`config.mk`:
```
export PLATFORM = sky130hd
export DESIGN_NAME = seq_restoring_divider_flat
export DESIGN_NICKNAME = d
export VERILOG_FILES = /design/src/rtl/seq_restoring_divider_if.sv /design/src/rtl/seq_restoring_divider.sv /design/src/flat_wrapper.sv
export SDC_FILE = /design/constraint.sdc
export NUM_CORES = 1
export LEC_CHECK = 0
export BUFFER_PORTS_ARGS = -buffer_cell sky130_fd_sc_hd__buf_4
export CAP_MARGIN = 10
export CORE_MARGIN = 4
export CORE_UTILIZATION = 40
export DETAILED_ROUTE_END_ITERATION = 16
export GPL_TIMING_DRIVEN = 0
export HOLD_SLACK_MARGIN = 0.02
export PLACE_DENSITY_LB_ADDON = 0.08
export SLEW_MARGIN = 10
export SYNTH_ARGS = -nofsm -noshare
export SYNTH_HDL_FRONTEND = slang
export SYNTH_SLANG_ARGS = --single-unit
```
`constraint.sdc`:
```
create_clock -name clk -period 2.7 [get_ports clk]
set_input_delay 0.135 -clock clk [delete_from_list [all_inputs] [get_ports clk]]
set_output_delay 0.135 -clock clk [all_outputs]
set_load 0.05 [all_outputs]
```
`src/rtl/seq_restoring_divider_if.sv`:
```
// ============================================================================
// Module   : seq_restoring_divider_if
// Brief    : Start/busy/done handshake and operand/result bundle for the divider.
// Revision : 1.0
// ============================================================================
`default_nettype none

interface seq_restoring_divider_if #(
    parameter int N_W = 8,
    parameter int D_W = 4
);
    logic           start;
    logic [N_W-1:0] dividend;
    logic [D_W-1:0] divisor;
    logic           busy;
    logic           done;
    logic [N_W-1:0] quotient;
    logic [D_W-1:0] remainder;
    logic           div_by_zero;

    modport master (
        output start, dividend, divisor,
        input  busy, done, quotient, remainder, div_by_zero
    );

    modport slave (
        input  start, dividend, divisor,
        output busy, done, quotient, remainder, div_by_zero
    );
endinterface

`default_nettype wire

```
`src/rtl/seq_restoring_divider.sv`:
```
// ============================================================================
// Module   : seq_restoring_divider
// Brief    : Unsigned restoring divider, one quotient bit per clock.
// Revision : 1.0
// ============================================================================
`default_nettype none

module seq_restoring_divider #(
    parameter int N_W = 8,
    parameter int D_W = 4
) (
    input  wire logic               clk,
    input  wire logic               rst,
    seq_restoring_divider_if.slave  bus
);
    localparam int c_CNT_W = (N_W > 1) ? $clog2(N_W) : 1;

    typedef enum logic [1:0] {
        S_IDLE = 2'd0,
        S_CALC = 2'd1,
        S_DONE = 2'd2
    } state_t;

    state_t               r_state,     w_state;
    logic [c_CNT_W-1:0]   r_cnt,       w_cnt;
    logic [D_W:0]         r_rem,       w_rem;
    logic [N_W-1:0]       r_sh,        w_sh;
    logic [D_W-1:0]       r_divisor,   w_divisor;
    logic [N_W-1:0]       r_quotient,  w_quotient;
    logic [D_W-1:0]       r_remainder, w_remainder;
    logic                 r_dbz,       w_dbz;

    logic [D_W+1:0]       w_rem_sh;
    logic [D_W:0]         w_diff;
    logic                 w_qbit;
    logic [D_W:0]         w_rem_iter;
    logic [N_W-1:0]       w_sh_iter;

    always_ff @(posedge clk or posedge rst) begin
        if (rst) begin
            r_state     <= S_IDLE;
            r_cnt       <= '0;
            r_rem       <= '0;
            r_sh        <= '0;
            r_divisor   <= '0;
            r_quotient  <= '0;
            r_remainder <= '0;
            r_dbz       <= 1'b0;
        end else begin
            r_state     <= w_state;
            r_cnt       <= w_cnt;
            r_rem       <= w_rem;
            r_sh        <= w_sh;
            r_divisor   <= w_divisor;
            r_quotient  <= w_quotient;
            r_remainder <= w_remainder;
            r_dbz       <= w_dbz;
        end
    end

    always_comb begin
        w_state     = r_state;
        w_cnt       = r_cnt;
        w_rem       = r_rem;
        w_sh        = r_sh;
        w_divisor   = r_divisor;
        w_quotient  = r_quotient;
        w_remainder = r_remainder;
        w_dbz       = r_dbz;

        // The partial remainder stays below the divisor, so the shifted value
        // fits comfortably in D_W+2 bits and the compare never wraps.
        w_rem_sh   = {r_rem, r_sh[N_W-1]};
        w_qbit     = (w_rem_sh >= {2'b00, r_divisor});
        w_diff     = w_rem_sh[D_W:0] - {1'b0, r_divisor};
        w_rem_iter = w_qbit ? w_diff : w_rem_sh[D_W:0];
        w_sh_iter  = {r_sh[N_W-2:0], w_qbit};

        case (r_state)
            S_IDLE, S_DONE: begin
                if (bus.start) begin
                    w_divisor = bus.divisor;
                    if (bus.divisor == '0) begin
                        w_state     = S_DONE;
                        w_quotient  = '1;
                        w_remainder = bus.dividend[D_W-1:0];
                        w_dbz       = 1'b1;
                    end else begin
                        w_state = S_CALC;
                        w_cnt   = c_CNT_W'(N_W - 1);
                        w_rem   = '0;
                        w_sh    = bus.dividend;
                    end
                end else begin
                    w_state = S_IDLE;
                end
            end
            S_CALC: begin
                w_rem = w_rem_iter;
                w_sh  = w_sh_iter;
                if (r_cnt == '0) begin
                    w_state     = S_DONE;
                    w_quotient  = w_sh_iter;
                    w_remainder = w_rem_iter[D_W-1:0];
                    w_dbz       = 1'b0;
                end else begin
                    w_cnt = r_cnt - c_CNT_W'(1);
                end
            end
            default: w_state = S_IDLE;
        endcase
    end

    assign bus.busy        = (r_state == S_CALC);
    assign bus.done        = (r_state == S_DONE);
    assign bus.quotient    = r_quotient;
    assign bus.remainder   = r_remainder;
    assign bus.div_by_zero = r_dbz;

endmodule

`default_nettype wire

```
`src/flat_wrapper.sv`:
```
// flat-port wrapper written by rule: the top's interface ports become plain ports
module seq_restoring_divider_flat 
#(
    parameter int N_W = 8,
    parameter int D_W = 4
)
  (clk, rst, bus_start, bus_dividend, bus_divisor, bus_busy, bus_done, bus_quotient, bus_remainder, bus_div_by_zero);
  seq_restoring_divider_if #(.N_W(N_W), .D_W(D_W)) bus_i ();
  input  wire logic clk;
  input  wire logic rst;
  input wire logic [$bits(bus_i.start)-1:0] bus_start;
  input wire logic [$bits(bus_i.dividend)-1:0] bus_dividend;
  input wire logic [$bits(bus_i.divisor)-1:0] bus_divisor;
  output wire logic [$bits(bus_i.busy)-1:0] bus_busy;
  output wire logic [$bits(bus_i.done)-1:0] bus_done;
  output wire logic [$bits(bus_i.quotient)-1:0] bus_quotient;
  output wire logic [$bits(bus_i.remainder)-1:0] bus_remainder;
  output wire logic [$bits(bus_i.div_by_zero)-1:0] bus_div_by_zero;
  assign bus_i.start = bus_start;
  assign bus_i.dividend = bus_dividend;
  assign bus_i.divisor = bus_divisor;
  assign bus_busy = bus_i.busy;
  assign bus_done = bus_i.done;
  assign bus_quotient = bus_i.quotient;
  assign bus_remainder = bus_i.remainder;
  assign bus_div_by_zero = bus_i.div_by_zero;
  seq_restoring_divider #(.N_W(N_W), .D_W(D_W)) u_core (.clk(clk), .rst(rst), .bus(bus_i));
endmodule
```
==> results by group, run 1 <==
Global routing
  • Largest net degree at the start of global routing: 36
  • Gr usage total: 0.159
  • Number of antenna violations at the first check in global routing: 0
  • Total grt overflow: 0
  • Wire length of the first global-routing pass: 6.62 mm
  • Via count of the first global-routing pass: 1388

Logic synthesis
  • Sequential element share of the synthesized area: 0.502
  • Mapped cell area: 1750 µm²
  • Avg Inst Size Synth: 10.3 µm²
  • Count leader, synth: sky130_fd_sc_hd__dfrtp_1
  • Primary flip-flop cell chosen by synthesis mapping: sky130_fd_sc_hd__dfrtp_1
  • Synth cell count leaders: 35 x sky130_fd_sc_hd__dfrtp_1, 20 x sky130_fd_sc_hd__nand2_1, 17 x sky130_fd_sc_hd__nor2_1
  • Top cell type's share of synthesized area: 0.502
  • Top area cells in the synthesized netlist: sky130_fd_sc_hd__dfrtp_1 50%, sky130_fd_sc_hd__mux2i_1 5.7%, sky130_fd_sc_hd__o21ai_0 4.6%, sky130_fd_sc_hd__ha_1 4.3%, sky130_fd_sc_hd__nand2_1 4.3%
  • Post-synth cell types: 39
  • Number of enable-type register cells in the synthesized netlist: 0
  • Number of warnings issued by yosys: 0
  • Net count after synthesis: 192
  • Flip-flop and latch count after synthesis: 35
  • Synthesized instance count: 170
  • Largest area contributor in the netlist: sky130_fd_sc_hd__dfrtp_1
  • Asr flop ratio synth: 1.00

Status
  • Status: finished, final reports clean

STA
  • Measured slew at the worst slew-check pin: 0.736 ns
  • Final-report hold violation count: 0
  • Final sum of negative setup slack: 0 ns
  • RSZ-0062 raised after global routing: false
  • Post-layout min period: 2.14 ns
  • FMAX: 467 MHz
  • Count of pins over their slew limit: 0
  • Slew headroom: 0.508
  • Count of final setup violators: 0
  • Final setup skew: 0.00545 ns
  • Share of the cycle needed by the critical path after routing: 0.794

Clock tree
  • H-tree lvl count: 2
  • CTS tree: done
  • # resized after CTS: 0
  • Clock transition at the register clock pins on the worst setup and hold paths after CTS: 0.08 ns
  • Maximum number of buffers from clock root to sink: 2
  • Clock latency on the worst-skew pair: 0.29 ns
  • Clock tree root buffer cell: sky130_fd_sc_hd__clkbuf_8
  • CTS buffer count: 5
  • Total clock sinks: 35

Layout
  • Share of post-route cells with drive strength above 1: 0.279
  • Filler cells: 403
  • Fin nets: 229
  • Final non-filler cell area: 2130 µm²
  • Diodes inserted: 0
  • Layout-stage area growth over the synthesis result: 22.3%

Worst setup path
  • Kind of launch point of the worst setup path: flop
  • Worst reg2reg path startpoint: u_core.r_sh[7]$_DFFE_PP0P_
  • Data arrival time at the worst-slack endpoint: 2.33 ns
  • Worst r2r path cells: 9
  • Highest net fanout along the worst path: 10
  • Worst r2r dst: u_core.bus.remainder[1]$_DFFE_PP0P_
  • First element of the critical path: u_core.r_sh[7]$_DFFE_PP0P_
  • Worst Setup End Kind: flop
  • Register-to-register path setup slack: 0.56 ns
  • Worst Path Class, Setup: flop to flop
  • Worst Path Required: 2.89 ns

Detailed routing
  • Vias: 1327
  • Routed wire per std cell: 14.9 µm
  • Routed vias/inst: 5.14
  • First DRT Iteration DRCs: 54
  • Final antenna-violating net count: 0
  • Residual DRC count: 0
  • First-pass iteration count of the detailed router: 4
  • Total Routed Length: 3.83 mm

Floorplan
  • Full die area: 5480 µm²
  • I/O pin count: 30
  • Die Span X: 74.1 µm
  • Std-Cell Core Area: 4120 µm²
  • Initial standard-cell utilization of the core: 0.424
  • Die Ht: 74.1 µm
  • Std-Cell Rows: 23

Place
  • Count of buffers from port buffering: 29
  • Area post-placement: 2030 µm²
  • Detailed-placement wirelength estimate: 2.89 mm
  • GPL Wtd Cong: 0.743

Hold path
  • Hold EP: u_core.r_divisor[1]$_DFFE_PP0P_
  • Hold Crit Class: input pin to flop
  • Beginning of the worst hold path: bus_divisor[1]
  • Cells on Worst Hold Path: 3

Job
  • Max Cap Viol: 0
-- cells in the final DEF, fill, tap and decap left out, drive strengths merged, types with 2 or more instances in the layout --
| cell | count |
|---|---|
| buf | 36 |
| dfrtp | 35 |
| nand2 | 20 |
| nor2 | 17 |
| o21ai | 16 |
| a21oi | 13 |
| inv | 12 |
| mux2i | 10 |
| clkbuf | 7 |
| ha | 6 |
| o22a | 4 |
| nor2b | 4 |
| nor3 | 3 |
| o211ai | 3 |
| xnor2 | 2 |
| nor4 | 2 |
| o22ai | 2 |
| a21o | 2 |
-- what timing repair did --
action                                  4_1_cts  5_1_grt
buffers inserted                              0        0
hold buffers                                  1        0
hold endpoints to repair                     35        0
endpoints found under the setup margin        0        0
-- worst max path at each step --
stage | cells past startpoint | endpoint
6_report | 9 | u_core.bus.remainder[1]$_DFFE_PP0P_
5_1_grt | 9 | u_core.bus.remainder[1]$_DFFE_PP0P_
4_1_cts | 9 | u_core.bus.remainder[1]$_DFFE_PP0P_
3_5_place_dp | 9 | u_core.bus.remainder[1]$_DFFE_PP0P_
3_3_place_gp | 9 | u_core.bus.remainder[1]$_DFFE_PP0P_
2_1_floorplan | 9 | u_core.bus.remainder[1]$_DFFE_PP0P_
-- cell families after synthesis --
| group | after synthesis | share of synthesized area |
|---|---|---|
| flops | 35 | 0.502 |
| xor+xnor | 2 | 0.0100 |
| buf+inv | 20 | 0.0566 |
| fa+ha+maj | 7 | 0.0545 |
| simple gates | 50 | 0.138 |
| mux | 11 | 0.0638 |
| compound gates | 45 | 0.175 |
-- state kept, by name (all words and copies together), names as in the netlist --
register,flops
u_core.bus.div_by_zero,1
u_core.bus.quotient,8
u_core.bus.remainder,4
u_core.r_cnt,3
u_core.r_divisor,4
u_core.r_rem,5
u_core.r_sh,8
u_core.r_state,2
-- layer usage --
metal	vias to the layer above	GRT usage	wire length, µm
met3	5	0.0581	153
met5	-	0	0
met1	647	0.202	1710
met4	0	0.0362	34
li1	652	-	-
met2	23	0.260	1940
-- layout make-up --
class	count	area (µm²)	area share
Sequential cell	35	876	0.410
Multi-Input combinational cell	115	771	0.361
Timing Repair Buffer	30	228	0.107
Clock buffer	6	82.6	0.0387
Tap cell	50	62.6	0.0293
Buffer	8	53.8	0.0252
Inverter	12	45.0	0.0211
Clock inverter	2	16.3	0.00762
-- worst max-delay path, cell delays in order, from the launching register on --
cell                       delay, ns
sky130_fd_sc_hd__dfrtp_1        0.42
sky130_fd_sc_hd__inv_1          0.07
sky130_fd_sc_hd__ha_1           0.13
sky130_fd_sc_hd__inv_1          0.06
sky130_fd_sc_hd__fa_1           0.41
sky130_fd_sc_hd__a21oi_2        0.25
sky130_fd_sc_hd__o211ai_4       0.17
sky130_fd_sc_hd__mux2i_1        0.33
sky130_fd_sc_hd__o211ai_2       0.11
sky130_fd_sc_hd__o21a_1         0.11
-- per-stage QoR --
stage               instances  hold WS, ns   util  setup WS, ns
floorplan                 170        0.252      -         0.823
global placement          249        0.377  0.492         0.595
global route              258       0.0991  0.519         0.456
detailed placement        249        0.319  0.492         0.575
CTS                       258       0.0856  0.519         0.569
finish                    258       0.0891  0.519         0.558
Power of run 1 is left out: the tool's default activity adds up to more than one toggle a clock period on the data nets, which glitch-free logic cannot reach.
==> run 2: changes to the inputs <==
==> constraint.sdc (replaced) <==
create_clock -name clk -period 1.92 [get_ports clk]
set_input_delay 0.096 -clock clk [delete_from_list [all_inputs] [get_ports clk]]
set_output_delay 0.096 -clock clk [all_outputs]
set_load 0.05 [all_outputs]
==> run 2 against run 1 <==
Net effect:
- the run now ends with negative setup slack left
- via count up 2.1%
- routed wire length rose by 3.5%
- global-route usage increased by 0.43 points
- critical path depth rose by 1
- maximum frequency up 8.3%
- critical path type unchanged
- highest routed layer unchanged
==> results by group, run 2 (same netlist as run 1, synthesis figures left out) <==
Worst setup path
  • Worst Path Required: 2.11 ns
  • Kind of launch point of the worst setup path: flop
  • Slowest cell delay on critical path: 0.40 ns
  • Worst Path Class, Setup: flop to flop
  • Worst Setup End Kind: flop
  • Slowest CP cell: sky130_fd_sc_hd__dfrtp_1
  • Worst-path cell chain: inv_1 > ha_1 > inv_2 > fa_2 > a21oi_4 > o211ai_4 > buf_4 > nor2_2 > a211oi_2 > o22a_1
  • Data arrival time at the worst-slack endpoint: 2.16 ns
  • Highest net fanout along the worst path: 6

Clock tree
  • Clock tree root buffer cell: sky130_fd_sc_hd__clkbuf_8
  • Clock latency on the worst-skew pair: 0.29 ns
  • CTS buffer count: 5
  • Maximum number of buffers from clock root to sink: 2
  • Clock transition at the register clock pins on the worst setup and hold paths after CTS: 0.08 ns
  • Total clock sinks: 35
  • CTS tree: done
  • H-tree lvl count: 2

Hold path
  • Hold Crit Class: input pin to flop

Layout
  • Fin nets: 236
  • Share of post-route cells with drive strength above 1: 0.326
  • Commonest non-fill, non-tap cell in the layout: sky130_fd_sc_hd__buf_4
  • Final core utilization: 0.537
  • Diodes inserted: 0
  • Most frequent cells in the layout: 36 x sky130_fd_sc_hd__buf_4, 35 x sky130_fd_sc_hd__dfrtp_1, 20 x sky130_fd_sc_hd__nand2_1
  • Layout-stage area growth over the synthesis result: 26.6%

Floorplan
  • Initial standard-cell utilization of the core: 0.424
  • I/O pin count: 30
  • Die Ht: 74.1 µm
  • Std-Cell Core Area: 4120 µm²
  • Std-Cell Rows: 23
  • Die Span X: 74.1 µm
  • Full die area: 5480 µm²

Global routing
  • Total grt overflow: 0
  • Largest net degree at the start of global routing: 36
  • Number of antenna violations at the first check in global routing: 0
  • Via count of the first global-routing pass: 1441
  • Wire length of the first global-routing pass: 6.80 mm
  • Gr usage total: 0.163

Detailed routing
  • First-pass iteration count of the detailed router: 4
  • Routed vias/inst: 5.11
  • Residual DRC count: 0
  • Final antenna-violating net count: 0
  • Vias: 1355
  • First DRT Iteration DRCs: 64
  • Routed wire per std cell: 15.0 µm
  • Total Routed Length: 3.97 mm

Place
  • GPL Wtd Cong: 0.743
  • Count of buffers from port buffering: 29
  • Detailed-placement wirelength estimate: 2.89 mm

STA
  • RSZ-0062 raised after global routing: true
  • Count of pins over their slew limit: 0
  • Final setup skew: 0.00576 ns
  • FMAX: 506 MHz
  • Post-layout min period: 1.98 ns
  • Count of final setup violators: 5
  • Post-route setup slack: -0.0582 ns
  • Slew headroom: 0.503
  • Final-report hold violation count: 0
  • Measured slew at the worst slew-check pin: 0.745 ns
  • Share of the cycle needed by the critical path after routing: 1.03

Status
  • Status: complete, but fails checks
  • Violations in the final reports: negative setup slack

Job
  • Max Cap Viol: 0
run 2: cell count changes in the layout (fill, tap and decap cells not counted), sizes merged:
cell and delta:
buf +7
run 2: repair_timing:
action,in CTS,in global routing
hold buffers,1,0
hold endpoints to repair,35,0
pin swaps,3,8
setup endpoints to repair,9,10
setup buffers,4,3
resized for setup,6,2
gates cloned,0,0
run 2: cell type report:
cell class                      count  area (µm²)
Inverter                           12        45.0
Sequential cell                    35         876
Clock buffer                        6        82.6
Multi-Input combinational cell    115         790
Fill cell                         397        1910
Tap cell                           50        62.6
Timing Repair Buffer               37         284
Clock inverter                      2        16.3
Buffer                              8        53.8
run 2: critical path, delay by kind of cell, from the launching register on:
kind | cells | cell delay, ns
simple gates | 1 | 0.09
fa+ha+maj | 2 | 0.50
compound gates | 4 | 0.59
buf+inv | 3 | 0.28
flops | 1 | 0.40
run 2: worst paths after layout:
path | start | end | slack, ns | cells past startpoint
max in group asynchronous | rst | u_core.r_divisor[2]$_DFFE_PP0P_ | 0.95 | 3
worst min-delay path | bus_divisor[1] | u_core.r_divisor[1]$_DFFE_PP0P_ | 0.05 | 3
worst max register to register | u_core.r_sh[7]$_DFFE_PP0P_ | u_core.bus.remainder[2]$_DFFE_PP0P_ | -0.06 | 10
min in group asynchronous | rst | u_core.r_cnt[0]$_DFFE_PP0P_ | 0.49 | 3
worst min register to register | u_core.r_cnt[0]$_DFFE_PP0P_ | u_core.r_cnt[0]$_DFFE_PP0P_ | 0.48 | 1
worst max-delay path | u_core.r_sh[7]$_DFFE_PP0P_ | u_core.bus.remainder[2]$_DFFE_PP0P_ | -0.06 | 10
run 2: metal layers:
metal | part of all wire | wire length [µm] | track usage | up-vias
met1 | 0.45 | 1800 | 0.202 | 664
met2 | 0.50 | 1980 | 0.267 | 21
met5 | 0 | 0 | 0 | -
met4 | 0.0086 | 34 | 0.0463 | 0
li1 | - | - | - | 665
met3 | 0.040 | 158 | 0.0622 | 5
run 2: metrics by stage:
step | area [µm²] | setup TNS [ns] | setup slack (ns) | hold WS, ns | instances
6_report | 2210 | -0.163 | -0.0582 | 0.0479 | 265
5_1_grt | 2210 | -0.790 | -0.137 | 0.0601 | 265
4_1_cts | 2180 | -0.0184 | -0.0138 | 0.0466 | 262
3_5_place_dp | 2030 | -0.702 | -0.205 | 0.280 | 249
3_3_place_gp | 2030 | -0.346 | -0.185 | 0.338 | 249
2_1_floorplan | 1750 | 0 | 0.0430 | 0.213 | 170
Power of run 2 is left out for the same reason.
